## src/rtl/sys_defs.sv

```systemverilog
// Shared sizing and types for the rename-stage physical register free list.
`ifndef PR_SIZE
`define PR_SIZE 64
`endif

package sys_defs;

    localparam int PR_SIZE   = `PR_SIZE;
    localparam int DISP_W    = 2;
    localparam int ARCH_REGS = 32;
    localparam int PR_IDX    = $clog2(PR_SIZE);
    localparam int CNT_W     = $clog2(PR_SIZE + 1);

    typedef logic [PR_IDX-1:0]  pr_idx_t;
    typedef logic [PR_SIZE-1:0] pr_vec_t;

    // PRs below ARCH_REGS hold the architectural mapping out of reset.
    localparam pr_vec_t ARCH_MASK  = (pr_vec_t'(1) << ARCH_REGS) - pr_vec_t'(1);
    localparam pr_vec_t RESET_FREE = ~ARCH_MASK;

    function automatic pr_vec_t onehot(input pr_idx_t idx);
        pr_vec_t v;
        v      = '0;
        v[idx] = 1'b1;
        return v;
    endfunction

endpackage

```

## src/rtl/pr_popcnt.sv

```systemverilog
// Population counter over a W-bit vector.
module pr_popcnt #(
    parameter int W  = 64,
    parameter int CW = $clog2(W + 1)
) (
    input  logic [W-1:0]  vec_i,
    output logic [CW-1:0] cnt_o
);

    always_comb begin
        cnt_o = '0;
        for (int i = 0; i < W; i++) begin
            cnt_o = cnt_o + CW'(vec_i[i]);
        end
    end

endmodule

```

## src/rtl/pr_free_list.sv

```systemverilog
// Speculative and retirement free bitmaps for physical register renaming,
// with mispredict restore and a sticky protocol-error flag.
module pr_free_list
    import sys_defs::*;
(
    input  logic                      clock,
    input  logic                      reset,
    output logic [PR_SIZE-1:0]        free_vec,
    output logic [CNT_W-1:0]          free_cnt,
    output logic                      free_stall,
    input  logic [DISP_W-1:0]         alloc_en,
    input  logic [PR_SIZE*DISP_W-1:0] alloc_gnt_bus,
    input  logic [DISP_W-1:0]         rt_en,
    input  logic [DISP_W*PR_IDX-1:0]  rt_tnew,
    input  logic [DISP_W*PR_IDX-1:0]  rt_told,
    input  logic                      recover,
    output logic                      err
);

    localparam logic STALL_RST = (PR_SIZE - ARCH_REGS) < DISP_W;

    pr_vec_t          spec_q, spec_d;
    pr_vec_t          retire_q, retire_d;
    logic [CNT_W-1:0] cnt_q, cnt_d;
    logic             stall_q, stall_d;
    logic             err_q, err_d;

    pr_vec_t          gnt [DISP_W];
    logic [CNT_W-1:0] gnt_cnt [DISP_W];

    pr_vec_t alloc_mask, free_mask, tnew_mask;
    logic    proto_err;
    pr_idx_t tnew_v, told_v;

    for (genvar g = 0; g < DISP_W; g++) begin : g_slot
        assign gnt[g] = alloc_gnt_bus[(g+1)*PR_SIZE-1 -: PR_SIZE];

        pr_popcnt #(.W(PR_SIZE), .CW(CNT_W)) u_gnt_cnt (
            .vec_i (gnt[g]),
            .cnt_o (gnt_cnt[g])
        );
    end

    // Overlap is detected against slots already folded into alloc_mask.
    always_comb begin
        alloc_mask = '0;
        free_mask  = '0;
        tnew_mask  = '0;
        proto_err  = 1'b0;
        tnew_v     = '0;
        told_v     = '0;
        for (int i = 0; i < DISP_W; i++) begin
            if (alloc_en[i]) begin
                if (gnt_cnt[i] != CNT_W'(1))           proto_err = 1'b1;
                if ((gnt[i] & ~spec_q) != '0)          proto_err = 1'b1;
                if ((gnt[i] & alloc_mask) != '0)       proto_err = 1'b1;
                alloc_mask = alloc_mask | gnt[i];
            end
            if (rt_en[i]) begin
                tnew_v = rt_tnew[i*PR_IDX +: PR_IDX];
                told_v = rt_told[i*PR_IDX +: PR_IDX];
                if (retire_q[told_v])                  proto_err = 1'b1;
                if (retire_q[tnew_v])                  proto_err = 1'b1;
                if (tnew_v == told_v)                  proto_err = 1'b1;
                free_mask = free_mask | onehot(told_v);
                tnew_mask = tnew_mask | onehot(tnew_v);
            end
        end

        retire_d = (retire_q & ~tnew_mask) | free_mask;
        spec_d   = recover ? retire_d : ((spec_q & ~alloc_mask) | free_mask);
        err_d    = err_q | proto_err;
    end

    pr_popcnt #(.W(PR_SIZE), .CW(CNT_W)) u_free_cnt (
        .vec_i (spec_d),
        .cnt_o (cnt_d)
    );

    assign stall_d = cnt_d < CNT_W'(DISP_W);

    always_ff @(posedge clock or posedge reset) begin
        if (reset) begin
            spec_q   <= RESET_FREE;
            retire_q <= RESET_FREE;
            cnt_q    <= CNT_W'(PR_SIZE - ARCH_REGS);
            stall_q  <= STALL_RST;
            err_q    <= 1'b0;
        end else begin
            spec_q   <= spec_d;
            retire_q <= retire_d;
            cnt_q    <= cnt_d;
            stall_q  <= stall_d;
            err_q    <= err_d;
        end
    end

    assign free_vec   = spec_q;
    assign free_cnt   = cnt_q;
    assign free_stall = stall_q;
    assign err        = err_q;

endmodule

```

## config.mk

```make
export PLATFORM = sky130hd
export DESIGN_NAME = pr_free_list
export DESIGN_NICKNAME = d
export VERILOG_FILES = /design/src/rtl/sys_defs.sv /design/src/rtl/pr_popcnt.sv /design/src/rtl/pr_free_list.sv
export SDC_FILE = /design/constraint.sdc
export NUM_CORES = 1
export LEC_CHECK = 0
export CORE_MARGIN = 1.5
export CORE_UTILIZATION = 39
export DETAILED_ROUTE_END_ITERATION = 16
export SYNTH_ARGS = -nofsm -noshare
export SYNTH_HDL_FRONTEND = slang
export SYNTH_SLANG_ARGS = --single-unit
export TNS_END_PERCENT = 10
```

## constraint.sdc

```tcl
create_clock -name clock -period 10.1 [get_ports clock]
set_input_delay 1.515 -clock clock [delete_from_list [all_inputs] [get_ports clock]]
set_output_delay 1.515 -clock clock [all_outputs]
set_load 0.03 [all_outputs]
```

==> results of run 1 <==
==> layer usage <==
layer	share of wire (%)	track usage [%]	vias up
met5	0.037	0	-
met1	39	64.1	8856
met2	40	64.7	1671
met3	15	18.4	331
li1	-	-	7001
met4	5.7	21.5	6
==> where the power goes <==
group          leakage, uW  switching (uW)  internal [uW]
clock network     0.000286             320            333
logic              0.00718            4920           3820
registers          0.00158             330            855
==> placed cells by master, fill, tap and decap left out, types with 56 or more instances in the layout <==
master,count
nand2_1,239
dfstp_2,65
buf_4,112
inv_1,315
nand4_1,69
dfrtp_1,72
nand2b_1,56
clkdlybuf4s50_1,229
a22oi_1,56
fa_1,162
==> flip-flops by register name, summed over array words and instances, names as in the netlist <==
| signal | flops |
|---|---|
| free_cnt | 7 |
| err | 1 |
| free_stall | 1 |
| retire_q | 64 |
| free_vec | 64 |
==> per-stage QoR <==
step / utilization (%) / total power [uW] / hold WS [ns] / instance area (um2)
final: 49.4 / 10600 / 0.596 / 20200
after global routing: 49.4 / 11700 / 0.601 / 20200
after CTS: 49.4 / 10600 / 0.580 / 20200
after detailed placement: 47.9 / 9830 / 0.570 / 19600
after global placement: 47.9 / 9750 / 0.578 / 19600
after floorplan: - / 7210 / 0.490 / 16200
==> layout make-up <==
type                       count  area (um2)  share of cell area, %
timing repair buffer         343        3140                   15.6
multi-input combinational   1297       11100                   54.8
sequential                   137        3510                   17.4
clock buffer                  17         425                   2.11
antenna                        3        7.51                 0.0372
inverter                     318        1200                   5.94
tap                          532         666                   3.30
clock inverter                15         176                  0.874
==> cell families after synthesis <==
logic type               Yosys count  share of synthesized area (%)
flip-flops                       137                           21.7
AND/OR/NAND/NOR                  595                           18.7
adder cells (fa/ha/maj)          210                           23.8
buffers and inverters            422                           9.90
AO/OA/AOI/OAI                    398                           18.1
multiplexers                      78                           6.91
XOR/XNOR                          16                          0.867
==> path summary, 6_finish.rpt <==
path	to	slack [ns]	cells past startpoint	startpoint
min	retire_q[44]	0.60	2	retire_q[44]
max reg2reg	free_stall	2.70	20	retire_q[30]
max	err	0.79	21	alloc_gnt_bus[40]
min in group asynchronous	retire_q[28]	1.52	2	reset
min reg2reg	retire_q[44]	0.60	2	retire_q[44]
max in group asynchronous	retire_q[7]	7.10	3	reset
==> worst max-delay path, delay by kind of cell <==
family | cells | cell delay, ns
adder cells (fa/ha/maj) | 10 | 4.91
AND/OR/NAND/NOR | 4 | 1.63
buffers and inverters | 5 | 1.06
AO/OA/AOI/OAI | 2 | 0.53
==> impl_metrics.py, run 1 <==
metrics = {
    "cts": {
        "cts_root_buffer": "clkbuf_16",
        "clk_latency_ns": 0.46,
        "postCtsSetupBuffers": 0,
        "cts.repair.resized": 0,
        "cts_num_sinks": 137,
        "cts_tree": "done",
        "cts_hold_buffers": 0,
        "max-clock-path-buffers": 2,
        "htree_levels": 4,
        "clk_pin_slew_ns": 0.07,
        "cts_made_buffers": 17,
    },
    "sta": {
        "rsz0062_at_grt": "no",
        "clock-skew-final_ns": 0.0104,
        "worst_pin_slew_ns": 1.06,
        "fin_crit_ns": 9.31,
        "fmax_mhz": 107,
        "setup_viol": 0,
        "drv_slew": 0,
        "setup_ws_ns": 0.786,
        "tns_ns": 0,
        "period_share_pct": 92.2,
        "hold_violations": 0,
        "slew_headroom_pct": 29.3,
    },
    "critical_path": {
        "cp_cell_sequence": "clkdlybuf4s50_1 -> fa_1 -> fa_1 -> fa_1 -> inv_1 -> fa_1 -> inv_1 -> fa_1 -> fa_1 -> inv_1 -> fa_1 -> fa_1 -> fa_1 -> inv_1 -> fa_1 -> or4_1 -> a221oi_1 -> nand4_1 -> or4_1 -> a221o_1 -> or3_1",
        "critPathSlowestCell": "clkdlybuf4s50_1",
        "critPathKind": "primary input to flip-flop",
        "crit_required_ns": 10.43,
        "cpMostUsedCell": "fa_1",
        "arrival_ns": 9.64,
        "crit_path_end_kind": "flip-flop",
        "path_max_fanout": 4,
        "slowest_delay_ns": 0.82,
        "start_kind": "primary input",
    },
    "global_routing": {
        "grt_pass1_wl_um": 137000,
        "first_global_vias": 17600,
        "antenna_found_initial": 6,
        "overflow": 0,
        "grt_max_degree": 77,
        "grt_use_total_pct": 46.9,
    },
    "floorplan": {
        "die_x_um": 207,
        "start_util_pct": 39.6,
        "core_area_mm2": 0.0408,
        "placementRows": 74,
        "die_h_um": 207,
        "pin_count": 232,
        "dieArea_mm2": 0.0427,
    },
    "layout": {
        "fillers": 3951,
        "drive_above_1_share_pct": 13.4,
        "stdcell_count": 2662,
        "nNetsFinal": 2483,
        "area_delta_synth_final_pct": 24.8,
    },
    "synth": {
        "synthCells": 1856,
        "syn-cell-area_mm2": 0.0162,
        "synth_top_area_share_pct": 20.1,
        "ys_warn_count": 0,
        "synth-seq-cells": 137,
        "synthTopCellsByCount": "inv_1 (317), nand2_1 (239), fa_1 (162)",
        "synth-edff-count": 0,
        "synthesis.nets": 2225,
        "synth_area_leader_cell": "fa_1",
        "ys_types": 68,
        "netlist_top_cells_area": "fa_1 (20%), dfrtp_1 (11%), dfstp_2 (11%)",
        "avgSynthCellArea_um2": 8.71,
        "async_reset_ff_share_pct": 100,
        "seq_area_frac_synth_pct": 21.7,
        "synth_most_common_cell": "inv_1",
        "synth_flop_cell": "dfrtp_1",
    },
    "place": {
        "pre_cts_slack_ns": 0.459,
        "hpwlAfterDp_um": 82200,
        "io_buffers": 231,
        "place_congestion": 1.14,
        "placed_cells": 2627,
    },
    "power": {
        "peakVddDrop_v": 0.00248,
        "power.density_mw_per_mm2": 524,
        "p_leak_uw": 0.00904,
    },
    "route": {
        "wl_per_cell_um": 36.9,
        "drt_wl_total_um": 98100,
        "dr.pass1.iters": 8,
        "antenna_left": 0,
        "viasPerCell": 6.71,
        "vias": 17900,
        "drcViolationCount": 0,
        "first_iter_violations": 3271,
    },
    "flow_run": {
        "max-cap-violations": 0,
    },
    "worst_hold_path": {
        "hp-class": "flip-flop to flip-flop",
    },
    "run_status": {
        "outcome": "finished clean",
    },
}
Power figures use the tool's default switching activity.
==> inputs of run 2 (changes only) <==
TNS_END_PERCENT = 5   (was 10)
==> results of run 2 <==
No change in the layout: final DEF, timing and power equal those of run 1.
